$ cat config.mk
export PLATFORM = sky130hd
export DESIGN_NAME = phantom_clock
export DESIGN_NICKNAME = d
export VERILOG_FILES = /design/src/rtl/phantom_clock.sv
export SDC_FILE = /design/constraint.sdc
export NUM_CORES = 1
export LEC_CHECK = 0
export BUFFER_PORTS_ARGS = -buffer_cell sky130_fd_sc_hd__buf_4
export CELL_PAD_IN_SITES_DETAIL_PLACEMENT = 2
export CELL_PAD_IN_SITES_GLOBAL_PLACEMENT = 2
export CORE_MARGIN = 10
export CORE_UTILIZATION = 30
export CTS_BUF_LIST = sky130_fd_sc_hd__clkbuf_8
export DETAILED_ROUTE_END_ITERATION = 10
export PLACE_DENSITY_LB_ADDON = 0.1
export SYNTH_ARGS = -nofsm -noshare
export SYNTH_HDL_FRONTEND = slang
export SYNTH_SLANG_ARGS = --single-unit
$ cat constraint.sdc
create_clock -name C7M -period 11.7 [get_ports C7M]
set_input_delay 1.17 -clock C7M [delete_from_list [all_inputs] [get_ports C7M]]
set_output_delay 1.17 -clock C7M [all_outputs]
set_load 0.1 [all_outputs]
$ cat src/rtl/phantom_clock.sv
// phantom_clock: CPLD stand-in for a DS1215-style phantom timekeeper that sits
// between the card-select stage and the shared RAM/ROM chip select.
// It watches chip-select accesses for a 64-bit recognition pattern on D0, then
// hijacks the next 64 accesses to stream a BCD real-time clock in or out.
// Optional feature macro: PHANTOM_WRITE_EN (lets a write transfer load the clock).
module phantom_clock #(
  parameter logic [63:0] PATTERN  = 64'h5CA33AC55CA33AC5,
  parameter logic [7:0]  RESET_YR = 8'h00
) (
  input  logic C7M,
  input  logic RES,
  input  logic nRAMROMCS,
  input  logic nWE,
  input  logic DI,
  input  logic TICK,
  output logic RAMROMCSgb,
  output logic DO,
  output logic DOE
);

`ifdef PHANTOM_WRITE_EN
  localparam bit WREN = 1'b1;
`else
  localparam bit WREN = 1'b0;
`endif

  typedef enum logic {MATCH, XFER} state_t;

  state_t state, state_nxt;
  logic hold;
  logic csr, start, acc_end, last, armed;
  logic nwe_s, di_s, wr, load;
  logic [5:0] cnt;
  logic [63:0] shift, shift_nxt, snap;
  logic [7:0] hs, sec, mins, hr, day, date, mon, yr;
  logic [7:0] hs_n, sec_n, mins_n, hr_n, day_n, date_n, mon_n, yr_n;

  // An access starts on the first cycle chip select is seen low and ends on the
  // first cycle it is seen high again; the two can never coincide.
  assign start   = ~nRAMROMCS & ~csr;
  assign acc_end = nRAMROMCS & csr;
  assign last    = (cnt == 6'd63);
  assign snap    = {yr, mon, date, day, hr, mins, sec, hs};

  // Reads rotate the snapshot so it is intact after 64 accesses; writes feed DI
  // into the top only when the write feature is built in.
  assign shift_nxt = {(WREN & ~nwe_s) ? di_s : shift[0], shift[63:1]};

  // The clock is overwritten only at the close of a transfer that saw a write.
  assign load = WREN & (state == XFER) & acc_end & last & (wr | ~nwe_s);

  function automatic logic [7:0] bcd_inc(input logic [7:0] v);
    if (v[3:0] == 4'd9) return {v[7:4] + 4'd1, 4'd0};
    return v + 8'd1;
  endfunction

  // Year is BCD: tens*10 is congruent to tens*2 mod 4, so only the tens LSB matters.
  function automatic logic [7:0] last_date(input logic [7:0] m, input logic [7:0] y);
    logic [1:0] r;
    r = y[1:0] + {y[4], 1'b0};
    if (m == 8'h02) return (r == 2'd0) ? 8'h29 : 8'h28;
    if (m == 8'h04 || m == 8'h06 || m == 8'h09 || m == 8'h11) return 8'h30;
    return 8'h31;
  endfunction

  // State register.
  always_ff @(posedge C7M or posedge RES) begin
    if (RES) state <= MATCH;
    else     state <= state_nxt;
  end

  // Next state: enter the transfer when a fully matched pattern access ends,
  // leave it when the 64th hijacked access ends.
  always_comb begin
    state_nxt = state;
    case (state)
      MATCH:   if (acc_end && armed) state_nxt = XFER;
      XFER:    if (acc_end && last)  state_nxt = MATCH;
      default: state_nxt = MATCH;
    endcase
  end

  // Outputs: while holding, RAM/ROM is deselected and reads see the shift LSB.
  always_comb begin
    hold       = (state == XFER);
    RAMROMCSgb = ~nRAMROMCS & ~hold;
    DOE        = ~nRAMROMCS & nWE & hold;
    DO         = shift[0];
  end

  // Access tracking, pattern matching and the serial shift register.
  always_ff @(posedge C7M or posedge RES) begin
    if (RES) begin
      csr   <= 1'b0;
      cnt   <= 6'd0;
      armed <= 1'b0;
      nwe_s <= 1'b1;
      di_s  <= 1'b0;
      wr    <= 1'b0;
      shift <= 64'd0;
    end else begin
      csr <= ~nRAMROMCS;
      if (start) begin
        nwe_s <= nWE;
        di_s  <= DI;
      end
      case (state)
        MATCH: begin
          if (start) begin
            if (DI == PATTERN[cnt]) begin
              cnt   <= cnt + 6'd1;
              armed <= last;
            end else begin
              cnt   <= 6'd0;
              armed <= 1'b0;
            end
          end
          if (acc_end && armed) begin
            shift <= snap;
            cnt   <= 6'd0;
            armed <= 1'b0;
            wr    <= 1'b0;
          end
        end
        XFER: begin
          if (acc_end) begin
            shift <= shift_nxt;
            cnt   <= cnt + 6'd1;
            wr    <= last ? 1'b0 : (wr | ~nwe_s);
          end
        end
        default: ;
      endcase
    end
  end

  // One 100 Hz tick rippled through the BCD fields with calendar rollover.
  always_comb begin
    hs_n   = bcd_inc(hs);
    sec_n  = sec;
    mins_n = mins;
    hr_n   = hr;
    day_n  = day;
    date_n = date;
    mon_n  = mon;
    yr_n   = yr;
    if (hs == 8'h99) begin
      hs_n  = 8'h00;
      sec_n = bcd_inc(sec);
      if (sec == 8'h59) begin
        sec_n  = 8'h00;
        mins_n = bcd_inc(mins);
        if (mins == 8'h59) begin
          mins_n = 8'h00;
          hr_n   = bcd_inc(hr);
          if (hr == 8'h23) begin
            hr_n   = 8'h00;
            day_n  = (day == 8'h07) ? 8'h01 : bcd_inc(day);
            date_n = bcd_inc(date);
            if (date == last_date(mon, yr)) begin
              date_n = 8'h01;
              mon_n  = bcd_inc(mon);
              if (mon == 8'h12) begin
                mon_n = 8'h01;
                yr_n  = (yr == 8'h99) ? 8'h00 : bcd_inc(yr);
              end
            end
          end
        end
      end
    end
  end

  // Clock registers: a transfer load takes priority over a simultaneous tick.
  always_ff @(posedge C7M or posedge RES) begin
    if (RES) begin
      {hs, sec, mins, hr} <= 32'd0;
      day  <= 8'h01;
      date <= 8'h01;
      mon  <= 8'h01;
      yr   <= RESET_YR;
    end else if (load) begin
      {yr, mon, date, day, hr, mins, sec, hs} <= shift_nxt;
    end else if (TICK) begin
      {yr, mon, date, day, hr, mins, sec, hs} <=
        {yr_n, mon_n, date_n, day_n, hr_n, mins_n, sec_n, hs_n};
    end
  end

endmodule
## After elaboration in Yosys (flattened, before gate mapping)

Memories as Yosys holds them, arrays and structs flattened.
Cells that the tools add are included.

| word-level totals | value |
|---|---|
| register bits after elaboration | 137 |
| memory bits (read-only) | 64 |
| memories kept | 1 |

| cells by class | value |
|---|---|
| add/sub/neg operators | 18 |
| magnitude comparators | 1 |
| equality and inequality tests | 26 |
| mux-type cells | 92 |
| bitwise gates (word level) | 8 |
| reductions and logical operators | 16 |

Memory list:

| memory | depth | width | read ports | clocked after memory_dff | wr ports | RTL line | RTL |
|---|---|---|---|---|---|---|---|
| (name not given) | 64 | 1 | 1 | 0 | 0 | 110 | `if (DI == PATTERN[cnt]) begin` |

Operators by type and width:

| operator | number |
|---|---|
| 8-bit two-way mux | 32 |
| 64-bit two-way mux | 2 |
| 64-bit one-hot mux with 2 select lines | 1 |
| 8-bit by 1-bit adder with 8-bit output (second input constant) | 8 |
| 1-bit two-way mux | 51 |
| 4-bit by 1-bit adder with 4-bit output (second input constant) | 8 |
| 4-bit equality test (second input constant) | 8 |
| 8-bit by 3-bit equality test with 1-bit output (second input constant) | 3 |
| 6-bit two-way mux | 4 |
| 8-bit by 5-bit equality test with 1-bit output (second input constant) | 2 |
| 8-bit by 7-bit equality test with 1-bit output (second input constant) | 2 |
| 8-bit equality test (second input constant) | 2 |
| 6-bit one-hot mux with 2 select lines | 1 |
| 8-bit by 2-bit equality test with 1-bit output (second input constant) | 1 |
| 8-bit by 4-bit equality test with 1-bit output (second input constant) | 1 |
| 8-bit by 6-bit equality test with 1-bit output (second input constant) | 1 |
| 8-bit equality test | 1 |
| 2-bit AND reduction | 4 |
| 6-bit by 7-bit < comparator with 1-bit output (second input constant) | 1 |
| 7-bit AND reduction | 1 |
| 6-bit by 1-bit adder with 6-bit output (second input constant) | 1 |
| 6-bit equality test (second input constant) | 1 |
| 6-bit AND reduction | 1 |
| 1-bit bitwise AND | 5 |
| other kinds (14) | 19 |

## Logic depth before layout (Yosys ltp)

| logic depth | value |
|---|---|
| word-level depth | 25 |
| depth in mapped cells | 10 |
| depth with buffers taken out | 8 |

## Worst setup path before layout

OpenSTA, ideal clock, no wires.

| timing path | value |
|---|---|
| path kind | input to output |
| from | input nRAMROMCS |
| to | output RAMROMCSgb |
| arrival time | 2.603 ns |
| data required time | 10.530 ns |
| slack | 7.927 ns |
| stages on the path | 2 |
| cell sequence | clkbuf_1 > nor2_1 |

| on the way | value |
|---|---|
| word-level cells in the longest chain between the ends | 2 |

RTL lines:

| item | RTL line | RTL |
|---|---|---|
| from (decl) | 12 | `input logic nRAMROMCS,` |
| 1-bit inverter | 86 | `RAMROMCSgb = ~nRAMROMCS & ~hold;` |
| 1-bit bitwise AND | 86 |  |
| to (decl) | 16 | `output logic RAMROMCSgb,` |

Every way passes these cells.

## Worst setup path in the final report

| timing path | value |
|---|---|
| from | register mon[4] |
| to | register yr[0] |

| on the way | value |
|---|---|
| word-level cells in the longest chain between the ends | 18 |
| elaborated cells on any way between the ends | 29 |

RTL lines:

| item | RTL line | RTL |
|---|---|---|
| from (decl) | 35 | `logic [7:0] hs, sec, mins, hr, day, date, mon, yr;` |
| from (signal assigned) | 183 | `{yr, mon, date, day, hr, mins, sec, hs} <= shift_nxt;` |
| from (signal assigned) | 185 | `{yr, mon, date, day, hr, mins, sec, hs} <=` |
| 8-bit by 3-bit equality test with 1-bit output | 62 | `if (m == 8'h04 \|\| m == 8'h06 \|\| m == 8'h09 \|\| m == 8'h11) return 8'h30;` |
| 1-bit logical OR (3 in a row) | 62 |  |
| 1-bit two-way mux (2 in a row) | 62 |  |
| 1-bit two-way mux | 156 | `if (hr == 8'h23) begin` |
| 1-bit two-way mux | 153 | `if (mins == 8'h59) begin` |
| 1-bit two-way mux | 150 | `if (sec == 8'h59) begin` |
| 1-bit two-way mux | 147 | `if (hs == 8'h99) begin` |
| 8-bit two-way mux | 63 | `return 8'h31;` |
| 8-bit two-way mux | 62 |  |
| 8-bit two-way mux | 156 |  |
| 8-bit two-way mux | 153 |  |
| 8-bit two-way mux | 150 |  |
| 8-bit two-way mux | 147 |  |
| 8-bit equality test | 160 | `if (date == last_date(mon, yr)) begin` |
| 7-bit AND reduction (no line) * | n/a |  |
| to (signal assigned) | 183 |  |
| to (signal assigned) | 185 |  |
| to (decl) | 35 |  |

Every way passes the cells marked *; elsewhere a longest branch is shown, timed or not. The select of a mux whose other input is x is not followed.
A chain may end at the register's enable or synchronous reset.

==> run metrics <==
status=finished, final reports clean; Max transition margin=0.442; Synth Area in XOR/XNOR=0.0184; Critical Path AT=3.63 ns; Final #Nets=841; diode count=0; cell row count=58; I/O Pins=9; DIE HEIGHT=179 µm; Critical Path Stages=8; P_leak=3.37 nW; worst-path cell chain=inv_1 > ha_1 > nand4bb_1 > or4b_4 > a2111oi_4 > nand2_2 > or3_1 > mux2_2; EDFF count, synth=0; Tcrit/Tclk final=0.282; Hold Buf Count CTS=0; Max-Cap Viols=0; commonest non-fill, non-tap cell in the layout=dfrtp_1; fmax=304 MHz; Worst Path Required=12.04 ns; Synth Area in Compound Gates=0.152; root buf cell=clkbuf_8; clock slew at reported path FFs=0.09 ns; post-synthesis sequential area ratio=0.451; HP Class=flip-flop to flip-flop; vias per cell=5.21; synth unique cells=65; Synth Area in Simple Gates=0.185; R2R Path Start=mon[4]; post-synthesis cell area=7600 µm²; TNS Setup=0 ns; Synth Area in Adders=0.0477; total setup buffers inserted after CTS=0; clk sinks=137; Synth top area share=0.441; DRC Markers=0; Final ANT Viol Nets=0; Slew Limit Fails=0; clk_skew=0.0156 ns; CP Max Fanout=11; Total GRT Usage=0.131; final RePlAce weighted congestion=0.764; Yosys warnings=0; ratio of cells with drive above 1 in the final layout=0.0879; slowest stage cell, crit path=a2111oi_4; top cells by area, synth=dfrtp_1 44%, mux2i_1 9.5%, o21ai_0 7.6%; Die X=179 µm; mux cell area share after synthesis=0.108; routed vias=5,981; sequential cell area=3440 µm²; port buffer count=8; register bit total from synthesis=137; power density of the placed cells=124 nW/µm²; Post-DP Area=7970 µm²; most frequent cells in the layout=133 x dfrtp_1, 124 x nand2_1, 115 x o21ai_0; dpl cells=1,117; # fillers=2,785; htree depth=4; crit path capture=yr[0]; worst path bufs/invs=1; R2R depth=8; multi-input logic area=3900 µm²; Top delay family on crit path=simple AND/OR/NAND/NOR gates; worst hold margin=0.487 ns; Post-synth ARST share=1.00; hpwl dp=13.6 mm; antenna violations before repair=0; clk_lat worst skew=0.44 ns; Synth Area per Inst=9.28 µm²; drt first-iter violations=292; Yosys top cell by area=dfrtp_1; CTS tree=built; RSZ-0062 raised after global routing=no; Reg-to-Reg End=yr[0]; main combinational cell family by area after synthesis=simple AND/OR/NAND/NOR gates; number of global-route vias before repair=6,612; slowest stage delay, CP=0.68 ns; Setup crit start=mon[4]; crit start category=flip-flop; area grow syn2layout=10.0%; total nets after synthesis=854; number of hold violations in the final report=0; first-pass GRT wire length=34.5 mm; post-route cell area=8370 µm²; Die Area=32,100 µm²; final setup fails=0; R2R Setup Slk=8.41 ns; drt pass-1 iters=4; Mapped Cells=819; final wirelength=19.9 mm; Finished Layout Cells=1,149; Final min period=3.29 ns; WL per Instance=17.3 µm; Primary FF master, synth=dfrtp_1; Placeable Area=25,000 µm²; Starting Density=0.304; TritonCTS Buffers=17; GRT overflow=0; VDD IR-drop max=0.0597 mV; largest net degree at the start of global routing=88; CTS Buffer Depth=2; Crit Path Class=flip-flop to flip-flop; Worst Tran Pin Value=0.838 ns; crit end category=flip-flop; post-cts sizing count=0
-- cell families (layout without fill, tap and decap cells) --
logic type | after synthesis | in the layout
fa+ha+maj | 29 | 29
xor+xnor | 16 | 16
compound gates | 192 | 192
simple gates | 290 | 290
buf+inv | 74 | 74
flops | 137 | 137
mux | 81 | 81
-- report_power, final --
part           internal (mW)  leakage, nW  switching, mW
registers              0.493         1.82         0.0341
clock network          0.205        0.206          0.201
logic                 0.0452         1.35         0.0583
total                  0.743         3.37          0.293
-- per-layer routing --
layer | vias up | wire length [µm] | global-route usage
met5 | - | 0 | 0
met4 | 0 | 108 | 0.0239
met3 | 6 | 283 | 0.0253
met2 | 21 | 9880 | 0.225
met1 | 3076 | 9610 | 0.168
li1 | 2878 | - | -
-- final cells by class --
type / instances / area share
timing repair buffer: 14 / 0.0126
tap: 330 / 0.0494
multi-input combinational: 608 / 0.466
inverter: 28 / 0.0132
clock inverter: 12 / 0.0150
clock buffer: 20 / 0.0329
sequential: 137 / 0.411
-- tightest hold or removal path, cell delays in order, from the launching register on --
cell and delay, ns:
dfrtp_1 0.35, nand2_1 0.05, o21ai_0 0.06
-- sequential cells by signal, summed over array words and instances, names as in the netlist --
register  cells
hs            8
date          8
csr           1
sec           8
day           8
shift        64
mins          8
cnt           6
armed         1
hr            8
hold          1
yr            8
mon           8
-- worst min-delay path by stage --
stage	from	to	slack (ns)	cells past startpoint
final	shift[11]	shift[11]	0.49	2
after global routing	shift[53]	shift[53]	0.53	2
after CTS	shift[11]	shift[11]	0.49	2
after detailed placement	shift[11]	shift[11]	0.47	2
after global placement	shift[42]	shift[42]	0.47	2
after floorplan	shift[10]	shift[10]	0.45	2
-- cells in the mapped netlist, types with 2 or more instances --
cell type,n
dfrtp_1,134
nand2_1,124
o21ai_0,115
mux2i_1,72
nor2_1,45
clkbuf_1,39
ha_1,29
inv_1,28
nand3_1,28
a21oi_1,20
nor3_1,16
and3_1,12
nor2b_1,12
mux2_2,9
xnor2_1,9
nand3b_1,7
nand4_1,7
o31ai_1,7
or3_1,7
xor2_1,7
a22o_1,6
a31oi_1,5
a21o_1,4
and2_1,4
and3b_1,4
buf_1,4
o211ai_1,4
or2_2,4
a22oi_1,3
a41oi_1,3
dfstp_2,3
nand4b_1,3
o22ai_1,3
o31a_1,3
o41ai_1,3
a211oi_1,2
buf_2,2
nand2b_1,2
nor4b_1,2
o21a_1,2
or4_1,2
-- stage by stage --
| stage | setup WS (ns) | util | power, mW |
|---|---|---|---|
| 6_report | 8.41 | 0.334 | 1.04 |
| 5_1_grt | 8.16 | 0.334 | 1.10 |
| 4_1_cts | 8.40 | 0.334 | 1.06 |
| 3_5_place_dp | 8.19 | 0.318 | 0.642 |
| 3_3_place_gp | 8.29 | 0.318 | 0.633 |
| 2_1_floorplan | 6.87 | - | 0.608 |
Note: power is estimated with default switching activity, not from simulation.
